$ cat config.mk
export PLATFORM = sky130hd
export DESIGN_NAME = addr_seq_gen
export DESIGN_NICKNAME = d
export VERILOG_FILES = /design/src/rtl/accel_pkg.sv /design/src/rtl/tile_counter.sv /design/src/rtl/addr_seq_gen.sv
export SDC_FILE = /design/constraint.sdc
export NUM_CORES = 1
export LEC_CHECK = 0
export ABC_AREA = 1
export CAP_MARGIN = 40
export CORE_ASPECT_RATIO = 0.7
export CORE_UTILIZATION = 55
export CTS_CLUSTER_SIZE = 24
export DETAILED_ROUTE_END_ITERATION = 10
export GPL_TIMING_DRIVEN = 1
export PLACE_DENSITY = 0.8
export SYNTH_ARGS = -nofsm -noshare
export SYNTH_HDL_FRONTEND = slang
export SYNTH_HIERARCHICAL = 1
export SYNTH_SLANG_ARGS = --single-unit
$ cat constraint.sdc
create_clock -name clk -period 3.27 [get_ports clk]
set_clock_uncertainty 0.1 [all_clocks]
set_input_delay 0.654 -clock clk [delete_from_list [all_inputs] [get_ports clk]]
set_output_delay 0.654 -clock clk [all_outputs]
set_load 0.02 [all_outputs]
$ cat src/rtl/accel_pkg.sv
// Shared types and default widths for the matrix co-accelerator address path.
package accel_pkg;

  localparam int W_AW_DEF  = 6;
  localparam int V_AW_DEF  = 5;
  localparam int CNT_W_DEF = 6;

  typedef enum logic [1:0] {
    IDLE = 2'd0,
    RUN  = 2'd1,
    DONE = 2'd2
  } state_t;

endpackage

$ cat src/rtl/tile_counter.sv
// Nested row/col beat counter for a row-major tile; flags describe the beat
// currently presented, so they are precomputed one step ahead and registered.
module tile_counter
  import accel_pkg::*;
#(
  parameter int CNT_W = CNT_W_DEF
) (
  input  logic             clk,
  input  logic             rst,
  input  logic             i_load,
  input  logic [CNT_W-1:0] i_rows,
  input  logic [CNT_W-1:0] i_cols,
  input  logic             i_en,
  output logic             o_row_last,
  output logic             o_seq_last
);

  logic [CNT_W-1:0] r_rows;
  logic [CNT_W-1:0] r_cols;
  logic [CNT_W-1:0] r_row;
  logic [CNT_W-1:0] r_col;
  logic             r_row_last;
  logic             r_seq_last;

  logic [CNT_W-1:0] w_rows_sel;
  logic [CNT_W-1:0] w_cols_sel;
  logic [CNT_W-1:0] w_row_nxt;
  logic [CNT_W-1:0] w_col_nxt;
  logic             w_row_last_nxt;
  logic             w_seq_last_nxt;

  // On load the flags must be derived from the incoming config, not the stale one
  always_comb begin
    w_rows_sel = i_load ? i_rows : r_rows;
    w_cols_sel = i_load ? i_cols : r_cols;
    w_row_nxt  = r_row;
    w_col_nxt  = r_col;
    if (i_load) begin
      w_row_nxt = '0;
      w_col_nxt = '0;
    end else if (i_en) begin
      if (r_row_last) begin
        w_col_nxt = '0;
        w_row_nxt = r_row + CNT_W'(1);
      end else begin
        w_col_nxt = r_col + CNT_W'(1);
      end
    end
    w_row_last_nxt = (w_col_nxt == (w_cols_sel - CNT_W'(1)));
    w_seq_last_nxt = w_row_last_nxt && (w_row_nxt == (w_rows_sel - CNT_W'(1)));
  end

  always_ff @(posedge clk or posedge rst) begin
    if (rst) begin
      r_rows     <= '0;
      r_cols     <= '0;
      r_row      <= '0;
      r_col      <= '0;
      r_row_last <= 1'b0;
      r_seq_last <= 1'b0;
    end else begin
      if (i_load) begin
        r_rows <= i_rows;
        r_cols <= i_cols;
      end
      if (i_load || i_en) begin
        r_row      <= w_row_nxt;
        r_col      <= w_col_nxt;
        r_row_last <= w_row_last_nxt;
        r_seq_last <= w_seq_last_nxt;
      end
    end
  end

  assign o_row_last = r_row_last;
  assign o_seq_last = r_seq_last;

endmodule

$ cat src/rtl/addr_seq_gen.sv
// Walks a rows x cols tile emitting weight/vector SRAM read addresses with a
// valid/ready handshake; weight address advances every beat, vector per column.
module addr_seq_gen
  import accel_pkg::*;
#(
  parameter int W_AW  = W_AW_DEF,
  parameter int V_AW  = V_AW_DEF,
  parameter int CNT_W = CNT_W_DEF
) (
  input  logic             clk,
  input  logic             rst,
  input  logic             i_start,
  input  logic [W_AW-1:0]  i_cfg_w_base,
  input  logic [V_AW-1:0]  i_cfg_v_base,
  input  logic [CNT_W-1:0] i_cfg_rows,
  input  logic [CNT_W-1:0] i_cfg_cols,
  output logic [W_AW-1:0]  o_sram_raddr_w,
  output logic [V_AW-1:0]  o_sram_raddr_v,
  output logic             o_addr_valid,
  input  logic             i_addr_ready,
  output logic             o_row_last,
  output logic             o_seq_last,
  output logic             o_busy,
  output logic             o_done
);

  state_t          r_state;
  logic [W_AW-1:0] r_w_ptr;
  logic [V_AW-1:0] r_v_ptr;
  logic [V_AW-1:0] r_v_base;
  logic            r_valid;
  logic            r_busy;
  logic            r_done;

  logic w_xfer;
  logic w_empty;
  logic w_load;
  logic w_cnt_en;
  logic w_row_last;
  logic w_seq_last;

  assign w_xfer   = r_valid && i_addr_ready;
  assign w_empty  = (i_cfg_rows == '0) || (i_cfg_cols == '0);
  assign w_load   = (r_state == IDLE) && i_start && !w_empty;
  assign w_cnt_en = w_xfer && !w_seq_last;

  tile_counter #(.CNT_W(CNT_W)) u_tile_counter (
    .clk        (clk),
    .rst        (rst),
    .i_load     (w_load),
    .i_rows     (i_cfg_rows),
    .i_cols     (i_cfg_cols),
    .i_en       (w_cnt_en),
    .o_row_last (w_row_last),
    .o_seq_last (w_seq_last)
  );

  always_ff @(posedge clk or posedge rst) begin
    if (rst) begin
      r_state  <= IDLE;
      r_w_ptr  <= '0;
      r_v_ptr  <= '0;
      r_v_base <= '0;
      r_valid  <= 1'b0;
      r_busy   <= 1'b0;
      r_done   <= 1'b0;
    end else begin
      case (r_state)
        IDLE: begin
          r_done <= 1'b0;
          if (i_start) begin
            r_busy <= 1'b1;
            if (w_empty) begin
              r_state <= DONE;
              r_done  <= 1'b1;
            end else begin
              r_state  <= RUN;
              r_valid  <= 1'b1;
              r_w_ptr  <= i_cfg_w_base;
              r_v_ptr  <= i_cfg_v_base;
              r_v_base <= i_cfg_v_base;
            end
          end
        end
        RUN: begin
          if (w_xfer) begin
            r_w_ptr <= r_w_ptr + W_AW'(1);
            r_v_ptr <= w_row_last ? r_v_base : r_v_ptr + V_AW'(1);
            if (w_seq_last) begin
              r_valid <= 1'b0;
              r_done  <= 1'b1;
              r_state <= DONE;
            end
          end
        end
        DONE: begin
          r_done  <= 1'b0;
          r_busy  <= 1'b0;
          r_state <= IDLE;
        end
        default: r_state <= IDLE;
      endcase
    end
  end

  assign o_sram_raddr_w = r_w_ptr;
  assign o_sram_raddr_v = r_v_ptr;
  assign o_addr_valid   = r_valid;
  // Counter flags linger after the last beat; only meaningful alongside valid
  assign o_row_last     = r_valid && w_row_last;
  assign o_seq_last     = r_valid && w_seq_last;
  assign o_busy         = r_busy;
  assign o_done         = r_done;

endmodule
==> results.sh <==
export IMPL_synth_most_common_cell="nand2_1"
export IMPL_async_flop_share=1.00
export IMPL_initial_utilization=0.583
export IMPL_ys_ff_latch=47
export IMPL_slew_headroom=0.673
export IMPL_fin_crit_sh=0.911
export IMPL_hold_start="r_v_base[0]"
export IMPL_grt_pass1_vias=2797
export IMPL_hold_buffers=0
export IMPL_leakagePower_nw=2.08
export IMPL_design_area_mm2=0.00374
export IMPL_dr_pass1_iters=5
export IMPL_power_density_mw_per_mm2=845
export IMPL_crit_path_max_fanout=11
export IMPL_antenna_found_initial=0
export IMPL_syn_nets=502
export IMPL_ant_nets=0
export IMPL_ctsRootBufferMaster="clkbuf_8"
export IMPL_end_kind="flip-flop"
export IMPL_drt_wl_total_um=7290
export IMPL_core_mm2=0.00534
export IMPL_place_congestion=0.855
export IMPL_hp_class="reg2reg"
export IMPL_yosysTopAreaCellShare=0.378
export IMPL_htreeDepth=2
export IMPL_final_cells=590
export IMPL_status="completed"
export IMPL_mappedNetlistArea_mm2=0.00311
export IMPL_arrival_ns=3.13
export IMPL_worstSetupStartpointType="primary input"
export IMPL_clockBufferDepth=2
export IMPL_clk_pin_slew_ns=0.09
export IMPL_rrSetupSlack_ns=0.63
export IMPL_grt_ovfl_total=0
export IMPL_reg2reg_to="u_tile_counter/o_seq_last"
export IMPL_synth_distinct_cells=30
export IMPL_irDropWorstVdd_uv=605
export IMPL_cpMaxStageDelayCell="clkdlybuf4s50_1"
export IMPL_syn_area_per_cell_um2=6.68
export IMPL_finalSetupTns_ns=0
export IMPL_grt_pass1_wl_um=12600
export IMPL_wl_per_cell_um=12.3
export IMPL_synth_common_cells="nand2_1, inv_1, nand3_1"
export IMPL_synthFlopType="dfrtp_1"
export IMPL_dieArea_mm2=0.00597
export IMPL_required_ns=3.42
export IMPL_reg2reg_depth=21
export IMPL_cp_startpoint="i_cfg_cols[4]"
export IMPL_max_cap_viol_count=0
export IMPL_post_cts_setup_buffers=0
export IMPL_synth_edff_count=0
export IMPL_placed_area_mm2=0.00366
export IMPL_synth_seq_area_share=0.378
export IMPL_via_per_inst=5.06
export IMPL_critPathMaxStageDelay_ns=0.42
export IMPL_path_common_cell="nand2_1"
export IMPL_die_h_um=64.9
export IMPL_endpoint="u_tile_counter/o_seq_last"
export IMPL_netlist_top_cells_area="dfrtp_1, nand2_1, inv_1, nand3_1, nor2_1"
export IMPL_diodes=0
export IMPL_drive_gt1_frac=0.0869
export IMPL_fmax_ghz=0.336
export IMPL_yosysWarningCount=6
export IMPL_crit_type="in2reg"
export IMPL_initialDrtViolationCount=188
export IMPL_areaGrowthSynthToFinish_pct=20.3
export IMPL_fin_nets=553
export IMPL_die_width_um=91.9
export IMPL_period_needed_ns=2.98
export IMPL_setup_violations=0
export IMPL_synth_top_area_cell="dfrtp_1"
export IMPL_cts_tree="done"
export IMPL_grtUsageTotal=0.270
export IMPL_reg2reg_from="r_state[0]"
export IMPL_vias=2984
export IMPL_cts_resized_gates=0
export IMPL_pin_count=43
export IMPL_grt_max_degree=27
export IMPL_cts_sinks=47
export IMPL_place_inst=582
export IMPL_row_count=22
export IMPL_final_max_slew_viol_count=0
export IMPL_final_hold_viol_count=0
export IMPL_drc=0
export IMPL_cp_cell_sequence="clkdlybuf4s50_1, nor2_1, nand3_1, nand3_1, inv_2, inv_2, nand2_1, nand2_2, inv_2, ha_1, inv_1, nand4_1, nand2_1, nand2_1, nor2_1, nand3_1, nor2_1, nand2_1, nand2_1"
export IMPL_grt_setup_unrepaired="false"
export IMPL_cts_made_buffers=5
export IMPL_io_buffers=42
export IMPL_worstMarginPinSlew_ns=0.489
export IMPL_netlist_instances=466
export IMPL_dp_hpwl_um=5690
export IMPL_clk_insertion_delay_late_ns=0.31
[metrics by stage]
stage / util / hold slack (ns) / power, mW / setup WS, ns
floorplan: - / 0.349 / 2.31 / 0.757
global placement: 0.680 / 0.367 / 2.73 / 0.164
detailed placement: 0.686 / 0.369 / 2.81 / -0.00362
CTS: 0.701 / 0.391 / 3.17 / 0.323
global route: 0.701 / 0.427 / 3.47 / 0.0449
finish: 0.701 / 0.392 / 3.16 / 0.292
[layer usage]
metal	vias to the layer above	part of all wire	GRT usage
met2	63	0.43	0.407
met3	11	0.043	0.0469
met4	0	0.015	0.0938
li1	1545	-	-
met1	1365	0.52	0.393
met5	-	0	0
[kinds of logic (layout without fill, tap and decap cells)]
group,Yosys count,after routing,synth area share
AND/OR/NAND/NOR,282,282,0.382
buffers and inverters,86,138,0.116
flip-flops,47,47,0.378
AO/OA/AOI/OAI,37,37,0.0724
adder cells (fa/ha/maj),9,9,0.0362
XOR/XNOR,3,3,0.00845
multiplexers,2,2,0.00643
[worst min-delay path by stage]
stage,slack [ns],cells after the start,end
after global routing,0.43,2,r_v_base[3]
after CTS,0.39,2,r_v_base[0]
after global placement,0.37,2,r_v_base[0]
after floorplan,0.35,2,r_v_base[0]
final,0.39,2,r_v_base[0]
after detailed placement,0.37,2,r_v_base[0]
[layout by cell type, fill, tap and decap left out, types with 3 or more instances in the layout]
master           netlist  layout
nand2_1              178     178
inv_1                 70      70
nand3_1               50      50
dfrtp_1               47      47
clkdlybuf4s50_1        0      42
nor2_1                33      33
o21ai_0               15      15
nand2_2                9       9
ha_1                   9       9
inv_2                  8       8
buf_4                  1       8
o21ai_1                6       6
o21ai_2                5       5
o21bai_1               5       5
nand4_1                5       5
clkbuf_8               0       5
nor2_2                 3       3
[sequential cells by signal, summed over array words and instances (netlist names)]
| register | flops |
|---|---|
| o_busy | 1 |
| u_tile_counter/r_rows | 6 |
| r_state | 2 |
| u_tile_counter/o_row_last | 1 |
| u_tile_counter/r_col | 6 |
| o_sram_raddr_w | 6 |
| o_sram_raddr_v | 5 |
| u_tile_counter/r_row | 6 |
| r_v_base | 5 |
| u_tile_counter/o_seq_last | 1 |
| o_done | 1 |
| u_tile_counter/r_cols | 6 |
| o_addr_valid | 1 |
[area by class of cell]
type	count	area (µm²)
clock buffers	7	76.3
clock inverters	1	5.00
fillers	460	1600
inverters	78	293
multi-input cells	333	1570
flip-flops and latches	47	1180
well taps	72	90.1
repair buffers	52	528
[power by group]
group	switching [mW]	internal [mW]
Clock	0.204	0.151
Combinational	1.12	0.710
Sequential	0.176	0.799
[critical path: cells and delay by family]
family	cells	cell delay [ns]
fa+ha+maj	1	0.30
buf+inv	5	0.82
simple gates	13	1.34
No activity file was read; power rests on OpenSTA's default activity.
